<file path="config.mk">
export PLATFORM = sky130hd
export DESIGN_NAME = verinject_ff_mode_injector
export DESIGN_NICKNAME = d
export VERILOG_FILES = /design/src/rtl/verinject_ff_mode_injector.sv
export SDC_FILE = /design/constraint.sdc
export NUM_CORES = 1
export LEC_CHECK = 0
export ABC_AREA = 1
export CAP_MARGIN = 5
export CORE_ASPECT_RATIO = 1.2
export CORE_MARGIN = 10
export CORE_UTILIZATION = 40
export CTS_BUF_LIST = sky130_fd_sc_hd__clkbuf_8 sky130_fd_sc_hd__clkbuf_16
export DETAILED_ROUTE_END_ITERATION = 7
export GPL_ROUTABILITY_DRIVEN = 0
export HOLD_SLACK_MARGIN = 0.06
export PLACE_DENSITY = 0.65
export SLEW_MARGIN = 5
export SYNTH_ARGS = -nofsm -noshare
export SYNTH_HDL_FRONTEND = slang
export SYNTH_HIERARCHICAL = 1
export SYNTH_SLANG_ARGS = --single-unit
</file>
<file path="constraint.sdc">
create_clock -name clock -period 3.2 [get_ports clock]
set_input_delay 0.64 -clock clock [delete_from_list [all_inputs] [get_ports clock]]
set_output_delay 0.64 -clock clock [all_outputs]
set_load 0.01 [all_outputs]
</file>
<file path="src/rtl/verinject_ff_mode_injector.sv">
// Multi-mode fault injector on one register's output path: persistent XOR flips plus
// timed stuck-at-0 / stuck-at-1 / transient faults held in a small pool of slots.

module verinject_ff_mode_slot #(
  parameter int IDX_W = 3,
  parameter int DUR_W = 16
) (
  input  logic             clock,
  input  logic             reset,
  input  logic             i_alloc,
  input  logic [IDX_W-1:0] i_idx,
  input  logic [1:0]       i_mode,
  input  logic [DUR_W-1:0] i_dur,
  output logic             o_busy,
  output logic [IDX_W-1:0] o_idx,
  output logic [1:0]       o_mode
);
  typedef enum logic {S_IDLE, S_HOLD} state_t;

  state_t           r_state, w_state_nxt;
  logic [IDX_W-1:0] r_idx, w_idx_nxt;
  logic [1:0]       r_mode, w_mode_nxt;
  logic [DUR_W-1:0] r_cnt, w_cnt_nxt;

  always_ff @(posedge clock) begin
    if (reset) begin
      r_state <= S_IDLE;
      r_idx   <= '0;
      r_mode  <= '0;
      r_cnt   <= '0;
    end else begin
      r_state <= w_state_nxt;
      r_idx   <= w_idx_nxt;
      r_mode  <= w_mode_nxt;
      r_cnt   <= w_cnt_nxt;
    end
  end

  always_comb begin
    w_state_nxt = r_state;
    w_idx_nxt   = r_idx;
    w_mode_nxt  = r_mode;
    w_cnt_nxt   = r_cnt;
    case (r_state)
      S_IDLE: begin
        if (i_alloc) begin
          w_state_nxt = S_HOLD;
          w_idx_nxt   = i_idx;
          w_mode_nxt  = i_mode;
          // A zero-length transient still shows for one cycle
          w_cnt_nxt   = (i_mode == 2'd3 && i_dur == '0) ? DUR_W'(1) : i_dur;
        end
      end
      S_HOLD: begin
        // Counter 0 is a permanent stuck fault: never decrements, never releases
        if (r_cnt == DUR_W'(1)) begin
          w_state_nxt = S_IDLE;
          w_cnt_nxt   = '0;
        end else if (r_cnt != '0) begin
          w_cnt_nxt = r_cnt - DUR_W'(1);
        end
      end
    endcase
  end

  assign o_busy = (r_state == S_HOLD);
  assign o_idx  = r_idx;
  assign o_mode = r_mode;
endmodule

module verinject_ff_mode_injector #(
  parameter int LEFT      = 0,
  parameter int RIGHT     = 0,
  parameter int P_START   = 0,
  parameter int NUM_SLOTS = 2,
  parameter int DUR_W     = 16
) (
  input  logic                 clock,
  input  logic                 reset,
  input  logic                 do_write,
  input  logic [LEFT:RIGHT]    unmodified,
  output logic [LEFT:RIGHT]    modified,
  input  logic [31:0]          verinject__injector_state,
  input  logic [1:0]           verinject__injector_mode,
  input  logic [DUR_W-1:0]     verinject__injector_duration,
  output logic                 fault_active,
  output logic [7:0]           drop_count
);
  localparam int WL    = ((LEFT > RIGHT) ? (LEFT - RIGHT) : (RIGHT - LEFT)) + 1;
  localparam int BS    = (LEFT < RIGHT) ? LEFT : RIGHT;
  localparam int IDX_W = (WL > 1) ? $clog2(WL) : 1;

  localparam logic [1:0] M_FLIP   = 2'd0;
  localparam logic [1:0] M_STUCK0 = 2'd1;
  localparam logic [1:0] M_STUCK1 = 2'd2;
  localparam logic [1:0] M_TRANS  = 2'd3;

  // Masks are held by offset from bits_start so either range direction maps the same way
  logic [WL-1:0]                      r_xor;
  logic [WL-1:0]                      w_ev_oh, w_s0, w_s1, w_t;
  logic [32:0]                        w_off;
  logic                               w_in_range, w_flip_ev, w_timed_ev, w_found, w_drop;
  logic [IDX_W-1:0]                   w_idx;
  logic [NUM_SLOTS-1:0]               w_grant, w_busy;
  logic [NUM_SLOTS-1:0][IDX_W-1:0]    w_sidx;
  logic [NUM_SLOTS-1:0][1:0]          w_smode;

  assign w_off      = {1'b0, verinject__injector_state} - 33'(P_START);
  assign w_in_range = ({1'b0, verinject__injector_state} >= 33'(P_START)) && (w_off < 33'(WL));
  assign w_idx      = IDX_W'(w_off);
  assign w_flip_ev  = w_in_range && (verinject__injector_mode == M_FLIP);
  assign w_timed_ev = w_in_range && (verinject__injector_mode != M_FLIP);

  always_comb begin
    w_ev_oh = '0;
    for (int k = 0; k < WL; k++) w_ev_oh[k] = (w_idx == IDX_W'(k));
  end

  // Lowest-indexed idle slot wins; a slot releasing this edge still counts as busy
  always_comb begin
    w_grant = '0;
    w_found = 1'b0;
    for (int s = 0; s < NUM_SLOTS; s++) begin
      if (w_timed_ev && !w_busy[s] && !w_found) begin
        w_grant[s] = 1'b1;
        w_found    = 1'b1;
      end
    end
    w_drop = w_timed_ev && !w_found;
  end

  for (genvar s = 0; s < NUM_SLOTS; s++) begin : g_slot
    verinject_ff_mode_slot #(.IDX_W(IDX_W), .DUR_W(DUR_W)) u_slot (
      .clock  (clock),
      .reset  (reset),
      .i_alloc(w_grant[s]),
      .i_idx  (w_idx),
      .i_mode (verinject__injector_mode),
      .i_dur  (verinject__injector_duration),
      .o_busy (w_busy[s]),
      .o_idx  (w_sidx[s]),
      .o_mode (w_smode[s])
    );
  end

  always_ff @(posedge clock) begin
    if (reset) begin
      r_xor      <= '0;
      drop_count <= '0;
    end else begin
      r_xor <= (do_write ? '0 : r_xor) ^ (w_flip_ev ? w_ev_oh : '0);
      if (w_drop && drop_count != 8'hFF) drop_count <= drop_count + 8'd1;
    end
  end

  always_comb begin
    w_s0 = '0;
    w_s1 = '0;
    w_t  = '0;
    for (int s = 0; s < NUM_SLOTS; s++) begin
      for (int k = 0; k < WL; k++) begin
        if (w_busy[s] && w_sidx[s] == IDX_W'(k)) begin
          case (w_smode[s])
            M_STUCK0: w_s0[k] = 1'b1;
            M_STUCK1: w_s1[k] = 1'b1;
            M_TRANS:  w_t[k]  = ~w_t[k];
            default:  ;
          endcase
        end
      end
    end
  end

  for (genvar k = 0; k < WL; k++) begin : g_bit
    assign modified[BS+k] = ((unmodified[BS+k] ^ r_xor[k] ^ w_t[k]) & ~w_s0[k]) | w_s1[k];
  end

  assign fault_active = (r_xor != '0) || (w_busy != '0);
endmodule
</file>
Word-level counts from Yosys, hierarchy flattened. Index checks and enable logic that the tools add are counted.

Register bits: 49. Bits in latches: 0. Memory bits (writable): 0. Memory bits (read-only): 0. Input port bits: 54. Output and inout port bits: 10. Word-level logic and storage cells: 97. Memories: 0.

Add/subtract/negate cells: 3. $mul: 0. Divide/modulo/power cells: 0. $lt $le $gt $ge: 1. Equal/unequal tests: 14. Shift-type cells: 0. Multiplexer cells: 32. Bitwise operators: 12. Reductions and logical operators: 25.

Operators with widths (number): $mux 16 (7); $pmux 16 s2 (2); $eq 16x1->1 const B (2); $lt 32x1->1 const B (1); $reduce_bool 16->1 (2); $sub 16x1->16 const B (2); $mux 1 (21); $logic_not 16->1 (1); $eq 2x2->1 const B (5); $logic_and 1x1->1 (10); $add 8x1->8 const B (1); $ne 8x8->1 const B (1); $reduce_and 2->1 (4); $not 1->1 (7); $ne 3x3->1 const B (2); $eq 2x1->1 const B (2); $logic_not 1->1 (4); $ne 2x1->1 const B (2); $pmux 1 s2 (2); $reduce_bool 2->1 (2); $xor 1x1->1 (3); $logic_not 2->1 (1); $and 1x1->1 (1); $logic_or 1x1->1 (1); $or 1x1->1 (1).

Longest topological paths before layout.
Word-level depth: 10. Depth in mapped cells: 14. Mapped depth without buffers: 13.

By module. The synthesis kept the hierarchy.

Modules (own cells, without submodules): verinject_ff_mode_slot (instances 2, cells each 255, area each 1435.1 sq um, sequential area each 400.4 sq um); verinject_ff_mode_injector (instances 1, cells each 119, area each 706.9 sq um, sequential area each 180.2 sq um).

Worst setup path after synthesis. No wires, ideal clock.

Path kind: input-to-reg. From: input verinject__injector_state[21]. To: register g_slot[1].u_slot.r_cnt[2]. Library setup time: 0.113 ns. Data arrival time: 1.935 ns. Required time: 3.087 ns. Setup slack: 1.152 ns. Stages: 14. Path buffers: 2. Cell sequence: nor2_1 nand2_1 nor2_1 nand2_1 nor2_4 nand2_1 nor3_1 inv_1 nand2_1 nand2_2 buf_6 buf_6 nor2_1 nor2_1.

Cells in the longest elaborated chain, start to end: 9. Elaborated cells between the ends (all ways): 10. Classes of those cells: order compare: 1; eq/ne: 1; mux: 2; reduce/logical: 6.

RTL lines: start, declared (RTL line 83) `input logic [31:0] verinject__injector_state,`; $lt 32x1->1 (*) (RTL line 109) `assign w_in_range = ({1'b0, verinject__injector_state} >= 33'(P_START)) && (w_off < 33'(WL));`; $logic_and 1x1->1 (*) (RTL line 112) `assign w_timed_ev = w_in_range && (verinject__injector_mode != M_FLIP);`; $logic_and 1x1->1 (RTL line 124) `if (w_timed_ev && !w_busy[s] && !w_found) begin`; $mux 1 (RTL line 124); $logic_not 1->1 (RTL line 124); $logic_and 1x1->1 (*) (RTL line 124); $mux 1 (*) (RTL line 124); via w_grant[1] (RTL line 104) `logic [NUM_SLOTS-1:0] w_grant, w_busy;`; $ne 2x1->1 (no line) (*); $reduce_and 2->1 (no line) (*); end signal, assigned (RTL line 35) `r_cnt <= w_cnt_nxt;`; end, declared (RTL line 23) `logic [DUR_W-1:0] r_cnt, w_cnt_nxt;`.

The timed path passes the listed nets; every way through them passes the cells marked *. A chain may end at the register's enable or synchronous reset.

Worst setup path after layout.
From: input unmodified. To: output modified.

Cells in the longest elaborated chain, start to end: 4.

RTL lines: start, declared (RTL line 81) `input logic [LEFT:RIGHT] unmodified,`; $xor 1x1->1 (2 in a row) (RTL line 175) `assign modified[BS+k] = ((unmodified[BS+k] ^ r_xor[k] ^ w_t[k]) & ~w_s0[k]) | w_s1[k];`; $and 1x1->1 (RTL line 175); $or 1x1->1 (RTL line 175); end, declared (RTL line 82) `output logic [LEFT:RIGHT] modified,`.

Every way passes these cells.

==> key figures <==
Logic synthesis
  • Post-synth ARST share: 0%
  • Register area share after synthesis: 27.4%
  • Cell taking the most area after synthesis: dfxtp_1
  • Largest cells by area after synthesis: dfxtp_1, nand2_1, nor2_1
  • Mean Syn Cell Area: 5.69 µm²
  • Most frequent cell after synthesis: nand2_1
  • #FFs+latches synth: 49
  • Top-area cell type share of the netlist area: 27.4%
  • Mapped Cells: 629
  • Post-synth top cells: nand2_1, nor2_1, inv_1, dfxtp_1, nand3_1
  • Mapped cell area: 3580 µm²
  • Synth Flop Type: dfxtp_1
  • Post-synth EDFFs: 0
  • Distinct cells, synth: 31
  • YS warnings: 6
  • Net Count, Synth: 688

STA
  • Setup TNS: 0 ns
  • Fin crit share: 91.8%
  • Final Hold Viols: 0
  • Slew headroom: 60.9%
  • Min Tclk post-route: 2.94 ns
  • Fin. max-slew vios: 0
  • Slew @ Worst Pin: 0.582 ns
  • Setup Viol. Count Final: 0
  • Max frequency: 341 MHz
  • RSZ-0062 raised after global routing: false
  • Hold WS: 0.501 ns
  • Skew final: 0.00562 ns

Cells and area
  • Register area: 981 µm²
  • Diodes inserted: 0
  • Multi-input gate area: 2280 µm²
  • Nets: 750
  • Layout cells sized above 1: 5.64%
  • Fin util: 50.8%
  • Fillers: 939
  • Finished Cell Area: 4400 µm²
  • Final Non-Filler Cells: 809
  • Layout area overhead: 23.0%

Setup path
  • Cells on worst reg2reg path: 11
  • Crit-path max FO: 2
  • Critical Path End Type: primary output
  • WP data required: 2.56 ns
  • Crit path launch type: input port
  • Crit Path Class: input port to primary output
  • Critical path arrival: 2.30 ns

Placed design
  • Port Buf Inserts: 63
  • Detailed Place HPWL: 7.64 mm
  • Inst Count DP: 801
  • Placement-stage cell area: 4300 µm²

Run
  • Max cap viols: 0

Power
  • Sw Share: 23.3%
  • Clock power share: 35.6%
  • Net Switching: 0.000267 W
  • Pwr/cell area: 261 nW/µm²
  • Comb pwr share: 11.3%
  • Pint: 0.000880 W
  • Sequential share of power: 53.1%
  • Pleak: 2.18 nW
  • Max VDD drop: 0.000168 V

Route
  • Via density: 4.71
  • Via count: 3807
  • Initial DRT Pass Iterations: 4
  • Post-DRT Antenna Nets: 0
  • Starting DRT DRC Count: 217
  • DRT Wirelength: 9.68 mm
  • DRC: 0
  • WL per Instance: 12.0 µm

GRT
  • Initial antenna violation count: 0
  • Largest net degree at the start of global routing: 30
  • GR Overflow Total: 0
  • Vias in the first global route: 3793
  • First-pass GRT wire length: 16.6 mm
  • GRT Util Overall: 15.0%

Clock network
  • Hold_buf cts: 0
  • Clock Path Buffers: 2
  • Post-CTS Setup Bufs: 0
  • Clk root buf: clkbuf_8
  • TritonCTS Buffers: 5
  • Gates resized, CTS repair: 0
  • CTS tree: built
  • CTS Sinks: 49
  • Worst skew pair latency: 0.30 ns
  • Clock transition at path regs: 0.09 ns
  • H-tree levels: 2

Floorplanning
  • Core Rows: 37
  • Die Wd: 106 µm
  • Core area: 8660 µm²
  • Top-level port count: 64
  • Die area: 13100 µm²
  • Starting Density: 41.3%
  • Die Ht: 124 µm

Min path
  • Hold Path Class: flop to flop
  • Min-Delay Path Depth: 2

Outcome
  • Status: complete, no violations
[sequential cells by signal (all words and copies together) (netlist names)]
name / count
drop_count: 8
g_slot.u_slot/o_busy: 2
g_slot.u_slot/o_idx: 2
g_slot.u_slot/o_mode: 4
g_slot.u_slot/r_cnt: 32
r_xor: 1
[cell families after synthesis]
group,Yosys count,synth area share (%)
AND/OR/NAND/NOR,443,51.7
flip-flops,49,27.4
buffers and inverters,76,8.88
XOR/XNOR,17,4.16
adder cells (fa/ha/maj),5,1.75
AO/OA/AOI/OAI,39,6.09
[power by group through the flow]
stage / registers (W) / clock network, W / logic, W
after floorplan: 0.000623 / 0 / 0.0000403
after global placement: 0.000623 / 0 / 0.000129
after detailed placement: 0.000623 / 0 / 0.000129
after CTS: 0.000609 / 0.000429 / 0.000130
after global routing: 0.000609 / 0.000449 / 0.000140
final: 0.000609 / 0.000408 / 0.000129
[layout by cell type (no fill, tap or decap)]
cell | synthesis | layout
o21ai_2 | 1 | 1
nand2_2 | 8 | 8
xnor2_1 | 4 | 4
a21oi_2 | 2 | 2
nand2_1 | 199 | 199
nand3_1 | 43 | 43
nor2_2 | 8 | 8
dfxtp_1 | 49 | 49
clkinv_1 | 4 | 4
and3_1 | 2 | 2
nor3_1 | 6 | 6
o21a_1 | 1 | 1
nor2_1 | 164 | 164
nand3_4 | 1 | 1
clkinv_2 | 0 | 1
clkbuf_8 | 0 | 7
inv_1 | 61 | 61
nor2_4 | 6 | 6
nand4_1 | 2 | 2
nor3_2 | 1 | 1
o22ai_1 | 4 | 4
or2_2 | 1 | 1
o21ai_0 | 15 | 15
clkdlybuf4s50_1 | 0 | 63
nand3b_1 | 2 | 2
o21ai_1 | 1 | 1
buf_4 | 0 | 2
a32oi_1 | 1 | 1
ha_1 | 5 | 5
xor2_1 | 13 | 13
inv_2 | 1 | 1
a21oi_1 | 14 | 14
[final cells by class]
cell class              instances  share of cell area, %
clock buffers                   7                   2.19
inverters                      66                   5.63
flip-flops and latches         49                   22.3
clock inverters                 1                  0.114
well taps                     117                   3.33
multi-input cells             504                   51.8
repair buffers                 65                   14.7
[worst max-delay path, stage by stage]
cell             delay (ns)
clkdlybuf4s50_1        0.47
xnor2_1                0.13
xor2_1                 0.16
inv_1                  0.07
o21ai_0                0.16
nand2_1                0.07
nand2_1                0.06
clkdlybuf4s50_1        0.54
[worst paths after layout]
| path | start | to | slack [ns] |
|---|---|---|---|
| hold reg to reg | drop_count[1] | drop_count[1] | 0.50 |
| setup / recovery | unmodified | modified | 0.26 |
| hold / removal | drop_count[1] | drop_count[1] | 0.50 |
| setup reg to reg | g_slot[1].u_slot/r_cnt[0] | g_slot[1].u_slot/r_cnt[15] | 1.18 |
[per-layer routing]
| metal | up-vias | share of wire (%) | global-route usage [%] |
|---|---|---|---|
| met5 | - | 0 | 0 |
| met4 | 0 | 1.2 | 4.07 |
| met3 | 9 | 7.9 | 5.27 |
| met2 | 92 | 44 | 25.5 |
| met1 | 1652 | 47 | 17.6 |
| li1 | 2054 | - | - |
[per-stage QoR]
stage	worst slack, ns	total power, W
2_1_floorplan	1.15	0.000664
3_3_place_gp	0.286	0.000752
3_5_place_dp	0.270	0.000753
4_1_cts	0.259	0.00117
5_1_grt	0.151	0.00120
6_report	0.264	0.00115
Power figures use the tool's default switching activity.
